===== src/rtl/uart_rx_fifo_if.sv =====
// rtl/uart_rx_fifo_if.sv - byte handshake between the UART receive FIFO and its consumer
// Purpose: carries the FIFO head byte downstream under a valid/ready handshake.
// Signals:
//   dout       - byte at the FIFO head (driven by master)
//   dout_valid - FIFO holds at least one byte (driven by master)
//   dout_ready - consumer takes dout this cycle (driven by slave)
// Modports: master = receiver/FIFO side, slave = consumer side.
interface uart_rx_fifo_if;
  logic [7:0] dout;
  logic       dout_valid;
  logic       dout_ready;

  modport master (output dout, output dout_valid, input dout_ready);
  modport slave  (input dout, input dout_valid, output dout_ready);
endinterface


===== src/rtl/uart_rx_fifo.sv =====
// rtl/uart_rx_fifo.sv - 8N1 UART receiver feeding a first-word-fall-through byte FIFO
// Purpose: synchronises the asynchronous serial line, decodes 8N1 frames and queues
// received bytes for a downstream consumer.
// Ports:
//   clk        - single clock, rising edge
//   reset      - synchronous active-high reset
//   uart_rxp   - asynchronous serial input, idle high
//   rx_bus     - master side of the byte handshake (dout/dout_valid/dout_ready)
//   frame_err  - one-cycle pulse when a stop bit is sampled low
//   overrun    - one-cycle pulse when a received byte is dropped on a full FIFO
//   fifo_count - number of bytes currently held
module uart_rx_fifo #(
  parameter int CLK_FREQ   = 78_750_000,
  parameter int BAUD       = 115200,
  parameter int FIFO_DEPTH = 8
) (
  input  logic                        clk,
  input  logic                        reset,
  input  logic                        uart_rxp,
  uart_rx_fifo_if.master              rx_bus,
  output logic                        frame_err,
  output logic                        overrun,
  output logic [$clog2(FIFO_DEPTH):0] fifo_count
);

  localparam int DIV = (CLK_FREQ + BAUD / 2) / BAUD;
  localparam int CW  = $clog2(DIV);
  localparam int AW  = $clog2(FIFO_DEPTH);

  // The IDLE edge that spots the falling line already spends one cycle of the
  // half-bit wait, so the START countdown is one shorter than DIV/2-1. This puts
  // the start-bit sample DIV/2 cycles after the line is first seen low at rx_s.
  localparam logic [CW-1:0] HALF_LOAD  = CW'(DIV / 2 - 2);
  localparam logic [CW-1:0] BIT_LOAD   = CW'(DIV - 1);
  localparam logic [CW-1:0] CNT_ONE    = CW'(1);
  localparam logic [AW:0]   FULL_COUNT = (AW + 1)'(FIFO_DEPTH);
  localparam logic [AW:0]   COUNT_ONE  = (AW + 1)'(1);
  localparam logic [AW-1:0] PTR_ONE    = AW'(1);

  typedef enum logic [2:0] {
    S_IDLE,
    S_START,
    S_DATA,
    S_STOP,
    S_WAIT_HIGH
  } state_t;

  logic          r_sync1;
  logic          r_rx_s;
  state_t        r_state;
  logic [CW-1:0] r_cnt;
  logic [2:0]    r_bit_idx;
  logic [7:0]    r_shift;

  logic [7:0]    r_mem [FIFO_DEPTH];
  logic [AW-1:0] r_wr_ptr;
  logic [AW-1:0] r_rd_ptr;

  logic w_valid;
  logic w_pop;
  logic w_full;
  logic w_push;
  logic w_wr_en;

  // Two-flop synchroniser; idle-high reset value keeps IDLE from seeing a false start.
  always_ff @(posedge clk) begin
    if (reset) begin
      r_sync1 <= 1'b1;
      r_rx_s  <= 1'b1;
    end else begin
      r_sync1 <= uart_rxp;
      r_rx_s  <= r_sync1;
    end
  end

  // A good stop bit pushes on the very edge it is sampled.
  assign w_push  = !reset && (r_state == S_STOP) && (r_cnt == '0) && r_rx_s;
  assign w_valid = (fifo_count != '0);
  assign w_pop   = w_valid && rx_bus.dout_ready;
  assign w_full  = (fifo_count == FULL_COUNT);
  // On a full FIFO a concurrent pop frees the slot the push needs.
  assign w_wr_en = w_push && (!w_full || w_pop);

  assign rx_bus.dout       = r_mem[r_rd_ptr];
  assign rx_bus.dout_valid = w_valid;

  always_ff @(posedge clk) begin
    if (reset) begin
      r_state   <= S_IDLE;
      r_cnt     <= '0;
      r_bit_idx <= '0;
      frame_err <= 1'b0;
    end else begin
      frame_err <= 1'b0;
      case (r_state)
        S_IDLE: begin
          if (!r_rx_s) begin
            r_cnt   <= HALF_LOAD;
            r_state <= S_START;
          end
        end
        S_START: begin
          if (r_cnt != '0) begin
            r_cnt <= r_cnt - CNT_ONE;
          end else if (r_rx_s) begin
            r_state <= S_IDLE;
          end else begin
            r_cnt     <= BIT_LOAD;
            r_bit_idx <= '0;
            r_state   <= S_DATA;
          end
        end
        S_DATA: begin
          if (r_cnt != '0) begin
            r_cnt <= r_cnt - CNT_ONE;
          end else begin
            r_shift   <= {r_rx_s, r_shift[7:1]};
            r_cnt     <= BIT_LOAD;
            r_bit_idx <= r_bit_idx + 3'd1;
            if (r_bit_idx == 3'd7) begin
              r_state <= S_STOP;
            end
          end
        end
        S_STOP: begin
          if (r_cnt != '0) begin
            r_cnt <= r_cnt - CNT_ONE;
          end else if (r_rx_s) begin
            r_state <= S_IDLE;
          end else begin
            frame_err <= 1'b1;
            r_state   <= S_WAIT_HIGH;
          end
        end
        S_WAIT_HIGH: begin
          // A held-low line (break) must not retrigger START until it recovers.
          if (r_rx_s) begin
            r_state <= S_IDLE;
          end
        end
        default: r_state <= S_IDLE;
      endcase
    end
  end

  always_ff @(posedge clk) begin
    if (w_wr_en) begin
      r_mem[r_wr_ptr] <= r_shift;
    end
  end

  always_ff @(posedge clk) begin
    if (reset) begin
      r_wr_ptr   <= '0;
      r_rd_ptr   <= '0;
      fifo_count <= '0;
      overrun    <= 1'b0;
    end else begin
      overrun <= w_push && !w_wr_en;
      if (w_wr_en) begin
        r_wr_ptr <= r_wr_ptr + PTR_ONE;
      end
      if (w_pop) begin
        r_rd_ptr <= r_rd_ptr + PTR_ONE;
      end
      if (w_wr_en && !w_pop) begin
        fifo_count <= fifo_count + COUNT_ONE;
      end else if (!w_wr_en && w_pop) begin
        fifo_count <= fifo_count - COUNT_ONE;
      end
    end
  end

endmodule

===== src/flat_wrapper.sv =====
// flat-port wrapper written by rule: the top's interface ports become plain ports
module uart_rx_fifo_flat 
#(
  parameter int CLK_FREQ   = 78_750_000,
  parameter int BAUD       = 115200,
  parameter int FIFO_DEPTH = 8
)
  (clk, reset, uart_rxp, frame_err, overrun, fifo_count, rx_bus_dout, rx_bus_dout_valid, rx_bus_dout_ready);
  uart_rx_fifo_if rx_bus_i ();
  input  logic clk;
  input  logic reset;
  input  logic uart_rxp;
  output logic frame_err;
  output logic overrun;
  output logic [$clog2(FIFO_DEPTH):0] fifo_count;
  output wire logic [$bits(rx_bus_i.dout)-1:0] rx_bus_dout;
  output wire logic [$bits(rx_bus_i.dout_valid)-1:0] rx_bus_dout_valid;
  input wire logic [$bits(rx_bus_i.dout_ready)-1:0] rx_bus_dout_ready;
  assign rx_bus_dout = rx_bus_i.dout;
  assign rx_bus_dout_valid = rx_bus_i.dout_valid;
  assign rx_bus_i.dout_ready = rx_bus_dout_ready;
  uart_rx_fifo #(.CLK_FREQ(CLK_FREQ), .BAUD(BAUD), .FIFO_DEPTH(FIFO_DEPTH)) u_core (.clk(clk), .reset(reset), .uart_rxp(uart_rxp), .rx_bus(rx_bus_i), .frame_err(frame_err), .overrun(overrun), .fifo_count(fifo_count));
endmodule

===== config.mk =====
export PLATFORM = sky130hd
export DESIGN_NAME = uart_rx_fifo_flat
export DESIGN_NICKNAME = d
export VERILOG_FILES = /design/src/rtl/uart_rx_fifo_if.sv /design/src/rtl/uart_rx_fifo.sv /design/src/flat_wrapper.sv
export SDC_FILE = /design/constraint.sdc
export NUM_CORES = 1
export LEC_CHECK = 0
export CORE_MARGIN = 2
export CORE_UTILIZATION = 59
export CTS_CLUSTER_DIAMETER = 80
export DETAILED_ROUTE_END_ITERATION = 8
export PLACE_DENSITY = 0.8
export SLEW_MARGIN = 20
export SYNTH_ARGS = -nofsm -noshare
export SYNTH_HDL_FRONTEND = slang
export SYNTH_SLANG_ARGS = --single-unit

===== constraint.sdc =====
create_clock -name clk -period 9.25 [get_ports clk]
set_clock_uncertainty 0.1 [all_clocks]
set_input_delay 2.775 -clock clk [delete_from_list [all_inputs] [get_ports clk]]
set_output_delay 2.775 -clock clk [all_outputs]
set_load 0.02 [all_outputs]

Word level (Yosys, flattened, before mapping)
Memory sizes are Yosys's and may differ from the RTL's. A register that Yosys moved wholly into a read port is not among the register bits.
Index checks and enable logic that the tools add are counted.
Widths: inputs -> output; s select.
{"block": "classes", "magnitude_cmp": 0, "mux": 26, "n_div": 0, "add_sub_neg": 6, "bitwise": 3, "reduce_logical": 25, "eq_ne": 15, "multipliers": 0, "n_shift": 0}
{"cell": "$mux 10", "count": 5}
{"cell": "$pmux 10 s4", "count": 1}
{"cell": "$mux 3", "count": 12}
{"cell": "$pmux 3 s5", "count": 1}
{"cell": "$ne 2x2->1 const B", "count": 6}
{"cell": "$logic_not 10->1", "count": 1}
{"cell": "$reduce_bool 10->1", "count": 1}
{"cell": "$sub 10x1->10 const B", "count": 1}
{"cell": "$add 3x1->3 const B", "count": 3}
{"cell": "$logic_and 1x1->1", "count": 8}
{"cell": "$mux 4", "count": 2}
{"cell": "$reduce_and 4->1", "count": 2}
{"cell": "$reduce_bool 4->1", "count": 2}
{"cell": "$eq 3x2->1 const B", "count": 2}
{"cell": "$eq 3x3->1 const B", "count": 2}
{"cell": "$pmux 3 s2", "count": 1}
{"cell": "$reduce_and 6->1", "count": 1}
{"cell": "$add 4x1->4 const B", "count": 1}
{"cell": "$eq 4x4->1 const B", "count": 1}
{"cell": "$logic_not 1->1", "count": 4}
{"cell": "$ne 2x1->1 const B", "count": 2}
{"cell": "$reduce_bool 2->1", "count": 2}
{"cell": "$sub 4x1->4 const B", "count": 1}
{"cell": "$eq 3x1->1 const B", "count": 1}
{"cell": "other kinds (8)", "count": 12}
{"block": "word_totals", "ram_bits": 64, "n_memories": 1, "latch_bits": 0, "rom_bits": 0, "input_bits": 4, "reg_bits": 38}
{"memory": "u_core.r_mem", "words": 8, "width": 8, "rd": 1, "rd_clocked_by_memory_dff": 1, "write_ports": 1, "line": "uart_rx_fifo.sv:55", "source": "logic [7:0] r_mem [FIFO_DEPTH];"}

Logic depth before layout (Yosys ltp)
{"block": "depth", "word_depth": 9, "mapped_depth": 13, "mapped_depth_nobuf": 13}

Least setup slack after synthesis
Ideal clock, no wire load.
{"block": "synth_path", "kind": "input-to-reg", "start": "input rx_bus_dout_ready", "end": "register u_core.fifo_count[3]", "cell_stages": 10, "setup_slack_ps": 4302, "required_time_ps": 9029, "arrival_time_ps": 4727, "cell_sequence": "or3_1 > nand3_2 > inv_1 > ha_1 > inv_1 > ha_1 > a21o_1 > a21oi_1 > mux2i_1 > mux2_2"}
{"block": "synth_via", "elab_chain_cells": 6, "elab_cells_between_ends": 9}
{"element": "start, declared", "line": "flat_wrapper.sv:18", "source": "input wire logic [$bits(rx_bus_i.dout_ready)-1:0] rx_bus_dout_ready;"}
{"element": "$logic_and 1x1->1 (*)", "line": "uart_rx_fifo.sv:79", "source": "assign w_pop = w_valid && rx_bus.dout_ready;"}
{"element": "$logic_or 1x1->1 (*)", "line": "uart_rx_fifo.sv:82", "source": "assign w_wr_en = w_push && (!w_full || w_pop);"}
{"element": "$logic_and 1x1->1 (*)", "line": "uart_rx_fifo.sv:82"}
{"element": "via u_core.w_wr_en", "line": "uart_rx_fifo.sv:63", "source": "logic w_wr_en;"}
{"element": "$logic_not 1->1", "line": "uart_rx_fifo.sv:168", "source": "end else if (!w_wr_en && w_pop) begin"}
{"element": "$logic_and 1x1->1", "line": "uart_rx_fifo.sv:168"}
{"element": "$reduce_bool 2->1 (no line)"}
{"element": "end signal, assigned", "line": "uart_rx_fifo.sv:167", "source": "fifo_count <= fifo_count + COUNT_ONE;"}
{"element": "end signal, assigned", "line": "uart_rx_fifo.sv:169", "source": "fifo_count <= fifo_count - COUNT_ONE;"}
{"element": "end, declared", "line": "uart_rx_fifo.sv:23", "source": "output logic [$clog2(FIFO_DEPTH):0] fifo_count"}
Mark *: on every way through the listed nets, which the timed path passes. The rest lies on a longest branch.
A chain may end at the register's enable or synchronous reset.

==> impl_results.md <==
* Setup ws final at 3.88 ns
* Initial antenna violation count at 0
* Drt first pass iters at 4
* Vias per cell at 6.13
* H-tree lvl count at 3
* Register bit total from synthesis at ~110
* Maximum buffer depth of the clock tree at 2
* Combinational Power Share at 33.0%
* GPL Wtd Cong at between 0.8 and 0.9
* Worst Setup Start Kind: flip-flop
* Fin. max-slew vios at 0
* Switching Fraction at 34.8%
* Post-synth EDFFs at 72
* Die Height at 92.0 um
* Cell count after synthesis at 326
* Post-CTS setup buffer count at 0
* Global route total overflow at 0
* Clock Tree Root: clkbuf_8
* Place WS at 3.62 ns
* Wirelength, routed at 8320 um
* Synth area leaders: edfxtp_1 (47%), dfxtp_1 (14%), mux4_2 (7.9%), ha_1 (2.5%), mux2_2 (2.2%)
* Fin crit period at 5.37 ns
* Synth warnings at 0
* Largest net degree at the start of global routing at 34
* Syn nets at 340
* Seq/Total Area, Yosys at slightly above 60%
* Ant. Diodes at 0
* Int Pwr at 0.000888 W
* Kind of critical path: reg2out
* Hold Vio Cnt, Final at 0
* I/O pin cnt at 19
* Hold_ws at 0.318 ns
* Antenna viol nets, final at 0
* Clock sink count at 105
* CTS tree: built
* Cell row count at 32
* Mapped cell area at 0.00457 mm2
* Max cap viols at 0
* Pwr Density at 266 mW/mm2
* RSZ-0062 raised after global routing: no
* First-pass GRT wire length at 13700 um
* Die area at around 0.0085 mm2
* Worst EP arrival at 2.50 ns
* Status: complete, no violations
* CP endpoint kind: output port
* Synthesis-to-finish area growth at 12.0%
* Max-Slew Margin vs Limit at 27.2%
* Sequential share of power at ~44%
* DR iter-0 viols at between 100 and 150
* Leak at 1.66 nW
* Share of the synthesized area in the top cell type at 47.3%
* Port bufs at 18
* PostCTS Resize Cnt at 0
* CP required at 6.38 ns
* Cts bufs inserted at 9
* Die X-Extent at a little over 90 um
* Ys async rst share at 0%
* Yosys cell types at 54
* Vias in the first global route at between 2000 and 3000
* GRT Total Usage at 21.2%
* Worst Tran Pin Value at 1.08 ns
* Worst-skew pair later-pin latency at 0.36 ns
* Worst vdd ir at 0.000183 V
* Layout cells sized above 1 at 17.9%
* Synth area leader: edfxtp_1
* Hpwl dp at 5530 um
* Core ar. at 0.00761 mm2
* Synthesized area per cell at 14.0 um2
* Crit share post-route at 58.1%
* Initial Util at 60.1%
* Setup-failing EPs final at 0
* Clock share of power at 23.4%
* Worst-path fanout max at 16
* Max Clk Rate at 186 MHz
* DR vias at 2785
* Clock transition at path regs at 0.10 ns
* Ys flop type: edfxtp_1
* Worst Hold Class: reg2reg
* DRC at 0
* Setup total negative slack at 0 ns
* Fin nets at between 300 and 400
* Net Sw Power at approximately 0.00047 W
* Average wire per cell in the routed design at 18.3 um
* Cts hold-fix bufs at 0
## cell families after synthesis
family	count (synthesis)	synth area share (%)
flip-flops	105	61.8
AND/OR/NAND/NOR	92	12.2
AO/OA/AOI/OAI	58	8.87
buffers and inverters	28	2.55
multiplexers	28	10.8
adder cells (fa/ha/maj)	10	2.90
XOR/XNOR	5	0.958
## cell usage after synthesis, types with 7 or more instances
master and n:
mux2_2 9, nor2_1 22, dfxtp_1 33, o21ai_0 8
clkbuf_1 8, nand3_1 7, mux4_2 16, edfxtp_1 72
nor3_1 9, nand2_1 10, a21oi_1 13, ha_1 9
inv_1 12
## power by group through the flow
stage	clock network, W	registers [W]	logic, W
6_report	0.000319	0.000593	0.000450
3_5_place_dp	0	0.000605	0.000448
4_1_cts	0.000325	0.000594	0.000450
3_3_place_gp	0	0.000601	0.000437
2_1_floorplan	0	0.000580	0.000361
5_1_grt	0.000340	0.000603	0.000497
## layout make-up
type	count	area (um2)
sequential	105	2820
fill	543	2490
multi-input combinational	193	1650
timing repair buffer	26	240
tap	102	128
clock buffer	9	124
clock inverter	7	109
inverter	12	45.0
## sequential cells by signal, summed over array words and instances (netlist names), named ones only
name and flops:
u_core.r_shift 8, u_core.r_mem 64, u_core.fifo_count 4, u_core.r_wr_ptr 3, u_core.frame_err 1, u_core.r_bit_idx 3
u_core.r_rd_ptr 3, u_core.overrun 1, u_core.r_state 3, u_core.r_cnt 10, u_core.r_rx_s 1, u_core.r_sync1 1
## metal layers
metal	up-vias	share of wire, %	GRT usage [%]
li1	1326	-	-
met1	1400	43	27.1
met2	50	53	37.9
met3	9	2.3	2.47
met4	0	1.2	6.59
met5	-	0	0
## worst paths after layout
path                    from              endpoint  slack, ns  cells after the start
min           u_core.r_sync1         u_core.r_rx_s       0.32                      1
max                flip-flop        rx_bus_dout[6]       3.88                      3
max reg2reg  u_core.r_cnt[0]  u_core.fifo_count[3]       5.72                     13
min reg2reg   u_core.r_sync1         u_core.r_rx_s       0.32                      1
## metrics by stage
stage | cells | total power, W | util, % | cell area (um2)
after floorplan | 326 | 0.000941 | - | 4570
after global placement | 438 | 0.00104 | 64.2 | 4880
after detailed placement | 438 | 0.00105 | 64.2 | 4880
after CTS | 454 | 0.00137 | 67.3 | 5120
after global routing | 454 | 0.00144 | 67.3 | 5120
final | 454 | 0.00136 | 67.3 | 5120
## worst max-delay path, stage by stage (launching register included)
cell and delay [ns]:
dfxtp_2 0.71, mux4_2 0.58, mux2_2 0.28, clkdlybuf4s50_1 0.54
## cells in the final DEF (no fill, tap or decap), types with 3 or more instances in the layout
cell type        netlist  layout
o21bai_1               3       3
o31ai_1                4       4
nor2_1                22      22
nor3_1                 9       8
o21ai_0                8       8
or3_1                  6       6
dfxtp_1               33      32
nand3_1                7       7
mux4_2                16      16
nand2_1               10      10
nand3b_1               3       3
buf_4                  0       8
o211ai_1               4       4
inv_1                 12      12
mux2i_1                3       3
edfxtp_1              72      72
mux2_2                 9       9
clkbuf_8               0       9
nand4_1                4       4
nor3b_1                6       6
a31oi_1                3       3
xor2_1                 3       3
clkdlybuf4s50_1        0      18
nor4_1                 4       4
or2_2                  4       4
nor4_4                 3       3
ha_1                   9       9
a21oi_1               13      13
o311ai_0               4       4
a311o_1                3       3
Power figures use the tool's default switching activity.
